[config.mk]
export PLATFORM = sky130hd
export DESIGN_NAME = phy_tx
export DESIGN_NICKNAME = d
export VERILOG_FILES = /design/src/rtl/phy_pkg.sv /design/src/rtl/phy_tx_lane_piso.sv /design/src/rtl/phy_tx.sv
export SDC_FILE = /design/constraint.sdc
export NUM_CORES = 1
export LEC_CHECK = 0
export CORE_MARGIN = 5
export CORE_UTILIZATION = 47
export CTS_CLUSTER_DIAMETER = 40
export DETAILED_ROUTE_END_ITERATION = 12
export GPL_TIMING_DRIVEN = 0
export PLACE_DENSITY = 0.74
export SYNTH_ARGS = -nofsm -noshare
export SYNTH_HDL_FRONTEND = slang
export SYNTH_SLANG_ARGS = --single-unit
[constraint.sdc]
create_clock -name clk_32f -period 1.75 [get_ports clk_32f]
set_input_delay 0.4375 -clock clk_32f [delete_from_list [all_inputs] [get_ports clk_32f]]
set_output_delay 0.4375 -clock clk_32f [all_outputs]
set_load 0.05 [all_outputs]
[src/rtl/phy_pkg.sv]
// Shared definitions for the two-lane PHY: slot geometry, idle symbol and link state.
// The transmitter and the receiver aligner both import this package.
package phy_pkg;

  localparam logic [7:0] COM_SYMBOL_DEFAULT = 8'hBC;
  localparam int         SLOT_BITS          = 16;
  localparam int         LANES              = 2;
  localparam int         CNT_W              = $clog2(SLOT_BITS);

  typedef enum logic {
    ST_PREAMBLE,
    ST_ACTIVE
  } link_state_t;

  // Lane 0 carries bytes 3 and 1 of the word, lane 1 carries bytes 2 and 0.
  function automatic logic [SLOT_BITS-1:0] lane_bytes(input logic [31:0] word, input int lane);
    return (lane == 0) ? {word[31:24], word[15:8]} : {word[23:16], word[7:0]};
  endfunction

endpackage

[src/rtl/phy_tx_lane_piso.sv]
// One lane of the transmitter: a slot-wide parallel-load shift register.
// The serial bit is the register MSB, so the lane pin is driven straight from a flop.
module phy_tx_lane_piso
  import phy_pkg::*;
(
  input  logic                 clk_32f,
  input  logic                 reset,
  input  logic                 load,
  input  logic                 shift,
  input  logic [SLOT_BITS-1:0] slot_word,
  output logic                 serial
);

  logic [SLOT_BITS-1:0] sreg;

  // NOTE: the shift register is ordinary control state, so it is cleared on reset
  // to keep the lane pins quiet while the link is held in reset.
  always_ff @(posedge clk_32f) begin
    if (!reset) begin
      sreg <= '0;
    end else if (load) begin
      sreg <= slot_word;
    end else if (shift) begin
      sreg <= {sreg[SLOT_BITS-2:0], 1'b0};
    end
  end

  assign serial = sreg[SLOT_BITS-1];

endmodule

[src/rtl/phy_tx.sv]
// Transmit half of the two-lane PHY: stripes 32-bit words across two serial lanes,
// one slot (16 bits per lane) per word, with COM fill for preamble and idle slots.
module phy_tx
  import phy_pkg::*;
#(
  parameter logic [7:0] COM_SYMBOL     = COM_SYMBOL_DEFAULT,
  parameter int         PREAMBLE_WORDS = 2
) (
  input  logic        clk_32f,
  input  logic        reset,
  input  logic [31:0] data_in,
  input  logic        valid_in,
  output logic        ready_out,
  output logic        data_out_0,
  output logic        data_out_1,
  output logic        active_out
);

  localparam logic [CNT_W-1:0] CNT_LAST = CNT_W'(SLOT_BITS - 1);
  localparam logic [3:0]       PRE_LAST = 4'(PREAMBLE_WORDS - 1);

  link_state_t      state;
  logic [CNT_W-1:0] cnt;
  logic [3:0]       pre_cnt;
  logic             boundary;
  logic             accept;
  logic [LANES-1:0] lane_bit;

  // The slot boundary is the edge on which cnt wraps; both lanes reload there.
  assign boundary  = (cnt == CNT_LAST);
  assign ready_out = (state == ST_ACTIVE) && boundary;
  assign accept    = ready_out && valid_in;

  // NOTE: all state here updates with non-blocking assignments so every flop
  // samples the pre-edge values of the others, independent of statement order.
  always_ff @(posedge clk_32f) begin
    if (!reset) begin
      state      <= ST_PREAMBLE;
      cnt        <= CNT_LAST;
      pre_cnt    <= '0;
      active_out <= 1'b0;
    end else begin
      cnt <= cnt + 1'b1;
      if (boundary) begin
        active_out <= accept;
        if (state == ST_PREAMBLE) begin
          pre_cnt <= pre_cnt + 4'd1;
          if (pre_cnt == PRE_LAST) begin
            state <= ST_ACTIVE;
          end
        end
      end
    end
  end

  for (genvar l = 0; l < LANES; l++) begin : g_lane
    logic [SLOT_BITS-1:0] slot_word;

    // Data bytes equal to COM go out unmodified; alignment only uses the preamble.
    assign slot_word = accept ? lane_bytes(data_in, l) : {COM_SYMBOL, COM_SYMBOL};

    phy_tx_lane_piso u_piso (
      .clk_32f  (clk_32f),
      .reset    (reset),
      .load     (boundary),
      .shift    (!boundary),
      .slot_word(slot_word),
      .serial   (lane_bit[l])
    );
  end

  assign data_out_0 = lane_bit[0];
  assign data_out_1 = lane_bit[1];

endmodule

Word-level counts from Yosys, hierarchy flattened
Cells that the tools add are included.
W data, S select, Z words.
- register bits after elaboration: 42
- bits of input ports: 35
- output and inout port bits: 4
- logic and storage cells: 23
- add/sub/neg operators: 2
- equal/unequal tests: 2
- multiplexer cells: 6
- bitwise logic cells: 1
- reductions and logical operators: 4
- operators with widths (kind ; count):
    $mux W16 ; 4
    $add A4 B1 Y4 const B ; 2
    $eq A4 B1 Y1 const B ; 1
    $eq A4 B4 Y1 const B ; 1
    $reduce_and A3 Y1 ; 1
    $logic_and A1 B1 Y1 ; 2
    $mux W1 ; 2
    $reduce_and A2 Y1 ; 1
    $not A1 Y1 ; 1

Longest topological paths before layout
Gate-level depths: netlist (run 1).
- word-level depth: 5
- gate-level depth with buffers: 6
- gate-level depth less buffers: 4

Cells and area by module
A second synthesis (run 1) with hierarchy kept.
- cell total of the unflattened synthesis: 221
- area, all modules: 2349.8 um^2
- by module, submodules not included (module ; times used ; cells an instance ; area each (um^2) ; sequential area each (um^2)):
    phy_tx_lane_piso ; 2 ; 70 ; 842.1 ; 320.3
    phy_tx ; 1 ; 81 ; 665.6 ; 200.2

Worst setup path after synthesis (run 1)
Ideal clock, no wire load.
- path kind: reg-to-output
- from: register cnt[0]
- to: output ready_out
- arrival: 1.406 ns
- data required time: 1.312 ns
- path slack: -0.093 ns
- cell stages (with the launch flop): 6
- path buffers: 2
- path through: dfxtp_1 ha_1 and3_1 buf_4 buf_2 and2_1
- cells in the longest elaborated chain, start to end: 2
- RTL lines (what ; RTL line ; RTL):
    start, declared ; phy_tx.sv:23 ; logic [CNT_W-1:0] cnt;
    start signal, assigned ; phy_tx.sv:43 ; cnt <= cnt + 1'b1;
    $eq A4 B4 Y1 ; phy_tx.sv:30 ; assign boundary = (cnt == CNT_LAST);
    $logic_and A1 B1 Y1 ; phy_tx.sv:31 ; assign ready_out = (state == ST_ACTIVE) && boundary;
    end, declared ; phy_tx.sv:13 ; output logic ready_out,
Every way passes these cells.

Worst setup path after layout (run 1)
Ends and elaborated chain as after synthesis.

==> results of run 1 <==
final cells by class:
type | count | area, µm² | share of cell area [%]
buffer | 9 | 61.3 | 3.05
tap | 44 | 55.1 | 2.74
clock inverter | 1 | 5.00 | 0.249
inverter | 1 | 3.75 | 0.187
timing repair buffer | 42 | 412 | 20.5
multi-input combinational | 64 | 576 | 28.6
clock buffer | 7 | 55.1 | 2.74
sequential | 42 | 843 | 41.9
registers in the layout, summed over array words and instances, names as in the netlist:
| name | flops |
|---|---|
| state | 1 |
| cnt | 4 |
| active_out | 1 |
| g_lane.u_piso.sreg | 32 |
| pre_cnt | 4 |
worst reg2reg max path: cells and delay by family (launching register included):
| kind | cells | cell delay [ps] |
|---|---|---|
| AO/OA/AOI/OAI | 1 | 190 |
| AND/OR/NAND/NOR | 2 | 390 |
| adder cells (fa/ha/maj) | 1 | 160 |
| flip-flops | 1 | 350 |
| buffers and inverters | 3 | 440 |
cell families after synthesis:
| kind of cell | after synthesis | synth area share, % |
|---|---|---|
| xor+xnor | 3 | 1.78 |
| simple gates | 23 | 9.17 |
| compound gates | 33 | 22.8 |
| mux | 2 | 1.36 |
| fa+ha+maj | 3 | 2.55 |
| flops | 42 | 57.0 |
| buf+inv | 12 | 5.26 |
synth_stat cells, types with 2 or more instances:
library cell	count
dfxtp_1	42
and2_1	4
a22o_1	10
nand2b_1	3
o221a_2	20
buf_6	3
xor2_1	2
buf_2	5
ha_1	3
mux2i_1	2
nand2_1	7
clkbuf_1	2
nor2b_1	2
power breakdown:
| group | total (mW) | leakage [nW] | internal (mW) | switching (mW) |
|---|---|---|---|---|
| Clock | 0.492 | 0.0353 | 0.195 | 0.297 |
| Sequential | 1.14 | 0.345 | 1.08 | 0.0578 |
| Combinational | 0.424 | 0.455 | 0.250 | 0.174 |
| Total | 2.05 | 0.835 | 1.53 | 0.530 |
layer usage:
metal	vias up	routed length, µm
li1	536	-
met1	502	1380
met2	29	1400
met3	8	174
met4	0	65
met5	-	0
worst min-delay path by stage:
| stage | slack [ps] | endpoint | startpoint | depth (start not counted) |
|---|---|---|---|---|
| floorplan | 380 | cnt[0] | cnt[0] | 1 |
| global placement | 380 | cnt[0] | cnt[0] | 1 |
| detailed placement | 390 | cnt[0] | cnt[0] | 1 |
| CTS | 460 | g_lane[0].u_piso.sreg[8] | g_lane[0].u_piso.sreg[7] | 1 |
| global route | 490 | g_lane[0].u_piso.sreg[14] | g_lane[0].u_piso.sreg[13] | 1 |
| finish | 460 | g_lane[0].u_piso.sreg[8] | g_lane[0].u_piso.sreg[7] | 1 |
stage by stage:
| stage | power, mW | cell area [µm²] | utilization, % |
|---|---|---|---|
| 2_1_floorplan | 1.41 | 1480 | - |
| 3_3_place_gp | 1.55 | 1910 | 63.1 |
| 3_5_place_dp | 1.57 | 1910 | 63.1 |
| 4_1_cts | 2.08 | 2010 | 66.3 |
| 5_1_grt | 2.19 | 2010 | 66.4 |
| 6_report | 2.05 | 2010 | 66.4 |
repair_timing:
action / CTS / global route
endpoints found under the setup margin: 4 / 1
pin swaps: 1 / 1
gates resized for setup: 18 / 0
buffers inserted: 2 / 2
==> flow_metrics.py, run 1 <==
metrics = {
    "finish": {
        "layout_common_cells": "dfxtp_1, clkdlybuf4s50_1, o221a_2",
        "layout.cells.non_filler": 210,
        "fin_nets": 203,
        "layout_commonest_cell": "dfxtp_1",
        "n_antenna_cell": 0,
        "fill_cells": 246,
        "area_delta_synth_final_pct": 36.4,
        "layout-drive-gt1-share_pct": 27.7,
    },
    "floorplan": {
        "dieArea_um2": 4360,
        "die_h_um": 66,
        "die_w_um": 66,
        "start_util_pct": 48.7,
        "ioPinCount": 39,
        "coreArea_um2": 3030,
        "row_count": 20,
    },
    "global_route": {
        "busiest_layer": "met2",
        "antenna_found_initial": 0,
        "grt_max_degree": 16,
        "global_route.usage.met1_pct": 19.0,
        "grt-ovfl-total": 0,
        "use_met3_pct": 7.14,
        "track_usage_pct": 16.4,
        "grt_pass1_vias": 1175,
        "grt_pass1_wl_mm": 5.33,
        "met2_usage_pct": 26.2,
    },
    "detailed_routing": {
        "avgRoutedWirePerCell_um": 14.4,
        "drc": 0,
        "vias_per_cell": 5.12,
        "final_antenna_net_count": 0,
        "wirelength_mm": 3.02,
        "detail_route.first_pass.iterations": 4,
        "drt-initial-drc-count": 62,
        "dr_total_vias": 1075,
    },
    "clock_tree": {
        "root_buffer": "clkbuf_4",
        "cts_tree": "yes",
        "clk_pin_slew_ps": 110,
        "clockBufferDepth": 2,
        "h-tree-depth": 2,
        "cts_sinks": 42,
        "cts-buffers-inserted": 5,
        "insertion_delay_ps": 350,
        "hold_buffers": 0,
    },
    "logic_synthesis": {
        "synth_cell_types": 26,
        "ys_ff_latch": 42,
        "synth_nets": 156,
        "synthArstFlopShare_pct": 0,
        "yosysWarnings": 0,
        "synth_top_area_share_pct": 57.0,
        "syn-cell-area_um2": 1470,
        "avgSynthCellArea_um2": 12.5,
        "synthTopCellsByArea": "dfxtp_1, o221a_2, a22o_1, ha_1, buf_6",
        "syn_inst": 118,
        "post-synth-top-area-cell": "dfxtp_1",
        "synth_edf_count": 0,
        "synth_flop_cell": "dfxtp_1",
        "ys_seq_area_share_pct": 57.0,
    },
    "setup_path": {
        "path_max_fanout": 3,
        "r2r_cells": 7,
        "cp-end-kind": "output port",
        "worstSetupStartpoint": "cnt[0]",
        "path_cells": "ha_4 -> and3_4 -> and2_4 -> buf_8",
        "reg2reg_setup_slack_ps": 120,
        "worstPathRequired_ps": 1310,
        "path_delay_family": "flip-flops",
        "reg2reg_from": "cnt[0]",
        "critical_path_buf_inv_count": 1,
        "rr_endpoint": "g_lane[0].u_piso.sreg[1]",
        "crit_arrival_ps": 1320,
        "critPathLaunchType": "register",
        "max_stage_delay_ps": 350,
        "crit_type": "register to output port",
        "slowest_stage": "dfxtp_2",
        "cp.depth": 4,
        "worstSetupEndpoint": "ready_out",
    },
    "place": {
        "io_buffers": 38,
        "dp_hpwl_mm": 2.14,
        "dpl_worst_slack_ps": -725,
        "place_congestion": 0.722,
        "dp.cells": 200,
    },
    "timing": {
        "finalSetupViolations": 1,
        "period_needed_ps": 1760,
        "hold_violations": 0,
        "finClkSkew_ps": 8.11,
        "fin_tns_setup_ps": -12.0,
        "tightest_slew_ps": 490,
        "hold_ws_ps": 459,
        "rsz0062_at_grt": "yes",
        "fin_ws_ps": -12.0,
        "drv_slew": 0,
        "max-slew-margin-rel_pct": 67.4,
        "post-route-period-util_pct": 101,
        "fmax_mhz": 568,
    },
    "outcome": {
        "status": "finished, violations left",
        "violations": "negative setup slack",
    },
    "pwr": {
        "power_leakage_nw": 0.835,
        "peakVddDrop_uv": 636,
        "power_density_nw_per_um2": 1020,
    },
    "job": {
        "maxCapViolCount": 0,
    },
    "worst_hold_path": {
        "min_path_type": "register to register",
    },
}
Power figures use the tool's default switching activity.
==> run 2: changes to the inputs <==
- CORE_UTILIZATION: 47 -> 49
- CTS_BUF_LIST: unset -> sky130_fd_sc_hd__clkbuf_4 sky130_fd_sc_hd__clkbuf_8
- PLACE_DENSITY: 0.74 -> 0.77
==> flow_metrics.py, run 2 (synthesis gave the netlist of run 1 again) <==
metrics = {
    "place": {
        "place_congestion": 0.796,
        "dp_hpwl_mm": 2.28,
        "io_buffers": 38,
        "dpl_worst_slack_ps": -726,
    },
    "timing": {
        "tightest_slew_ps": 491,
        "post-route-period-util_pct": 102,
        "period_needed_ps": 1780,
        "finalSetupViolations": 1,
        "finClkSkew_ps": 10.1,
        "fmax_mhz": 561,
        "hold_violations": 0,
        "max-slew-margin-rel_pct": 67.4,
        "fin_ws_ps": -32.2,
        "rsz0062_at_grt": "yes",
        "hold_ws_ps": 464,
        "drv_slew": 0,
    },
    "clock_tree": {
        "hold_buffers": 0,
        "clockBufferDepth": 2,
        "clk_pin_slew_ps": 120,
        "h-tree-depth": 2,
        "root_buffer": "clkbuf_4",
        "cts_sinks": 42,
        "cts-buffers-inserted": 5,
        "cts_tree": "yes",
        "insertion_delay_ps": 340,
    },
    "global_route": {
        "grt_pass1_vias": 1172,
        "antenna_found_initial": 0,
        "grt_max_degree": 16,
        "grt-ovfl-total": 0,
        "grt_pass1_wl_mm": 5.51,
        "track_usage_pct": 17.1,
    },
    "detailed_routing": {
        "drc": 0,
        "drt-initial-drc-count": 61,
        "wirelength_mm": 3.29,
        "final_antenna_net_count": 0,
        "avgRoutedWirePerCell_um": 16.6,
        "vias_per_cell": 5.55,
        "detail_route.first_pass.iterations": 4,
        "dr_total_vias": 1099,
    },
    "finish": {
        "largest_reg_flops": 32,
        "reg_top3": "g_lane.u_piso.sreg x32, cnt x4, pre_cnt x4",
        "layout-drive-gt1-share_pct": 27.9,
        "multi_input_area_um2": 576,
        "regMostFlops": "g_lane.u_piso.sreg",
        "regArea_um2": 843,
        "fill_cells": 239,
        "area_delta_synth_final_pct": 36.4,
        "layout_common_cells": "dfxtp_1, clkdlybuf4s50_1, o221a_2",
        "n_antenna_cell": 0,
        "layout_commonest_cell": "dfxtp_1",
        "fin_nets": 202,
    },
    "floorplan": {
        "die_w_um": 64.8,
        "ioPinCount": 39,
        "row_count": 20,
        "die_h_um": 64.8,
        "coreArea_um2": 2980,
        "dieArea_um2": 4200,
        "start_util_pct": 49.5,
    },
    "setup_path": {
        "critPathLaunchType": "register",
        "reg2reg_setup_slack_ps": 190,
        "crit_arrival_ps": 1340,
        "worstPathRequired_ps": 1310,
        "cp-end-kind": "output port",
        "worstSetupEndpoint": "ready_out",
        "crit_type": "register to output port",
        "worstSetupStartpoint": "cnt[1]",
        "reg2reg_from": "cnt[1]",
        "path_max_fanout": 3,
        "rr_endpoint": "g_lane[0].u_piso.sreg[2]",
        "r2r_cells": 6,
    },
    "outcome": {
        "status": "finished, violations left",
        "violations": "negative setup slack",
    },
    "pwr": {
        "power_leakage_nw": 0.840,
        "power_density_nw_per_um2": 1090,
        "finalPower_mw": 2.19,
        "peakVddDrop_uv": 782,
    },
    "worst_hold_path": {
        "min_path_type": "register to register",
        "hold_path_startpoint": "g_lane[0].u_piso.sreg[5]",
    },
    "job": {
        "maxCapViolCount": 0,
    },
}
-- run 2: worst max-delay path, stage by stage, from the launching register on --
cell and delay, ps:
dfxtp_2 360, ha_4 170, and3_4 180, and2_4 160, buf_8 140
-- run 2: worst min-delay path by stage --
| stage | depth (start not counted) | slack [ps] | endpoint |
|---|---|---|---|
| 2_1_floorplan | 1 | 380 | cnt[0] |
| 3_5_place_dp | 1 | 400 | cnt[0] |
| 4_1_cts | 1 | 470 | g_lane[0].u_piso.sreg[6] |
| 6_report | 1 | 460 | g_lane[0].u_piso.sreg[6] |
| 3_3_place_gp | 1 | 390 | cnt[0] |
| 5_1_grt | 1 | 480 | g_lane[0].u_piso.sreg[14] |
-- run 2: timing repair --
| action | in CTS | in global routing |
|---|---|---|
| setup endpoints to repair | 4 | 1 |
| setup buffers | 2 | 1 |
| pin swaps | 0 | 1 |
| gates resized for setup | 13 | 5 |
| endpoints found under the hold margin | 0 | 0 |
-- run 2: routing by layer --
metal  up-vias  GRT usage, %  wire length (µm)
met5         -             0                 0
met4         0          6.33                36
met3         5          5.55               174
met2        23          27.8              1600
met1       536          20.8              1480
li1        535             -                 -
-- run 2: power by group --
group          switching [mW]  internal, mW  total (mW)
sequential             0.0620          1.08        1.14
clock                   0.314         0.304       0.618
combinational           0.183         0.247       0.430
-- run 2: stage by stage --
| stage | util, % | TNS (ps) | cells | instance area, µm² |
|---|---|---|---|---|
| after CTS | 66.9 | -209 | 198 | 1990 |
| after global routing | 67.5 | -98.4 | 198 | 2010 |
| after floorplan | - | 0 | 118 | 1480 |
| after detailed placement | 63.7 | -2720 | 189 | 1900 |
| after global placement | 63.7 | -2510 | 189 | 1900 |
| final | 67.5 | -32.2 | 198 | 2010 |
-- run 2: area by class of cell --
cell class	count	area share (%)
Clock buffer	5	1.87
Clock inverter	3	2.18
Inverter	1	0.187
Timing Repair Buffer	41	20.1
Buffer	9	3.05
Sequential cell	42	41.9
Tap cell	33	2.05
Multi-Input combinational cell	64	28.6
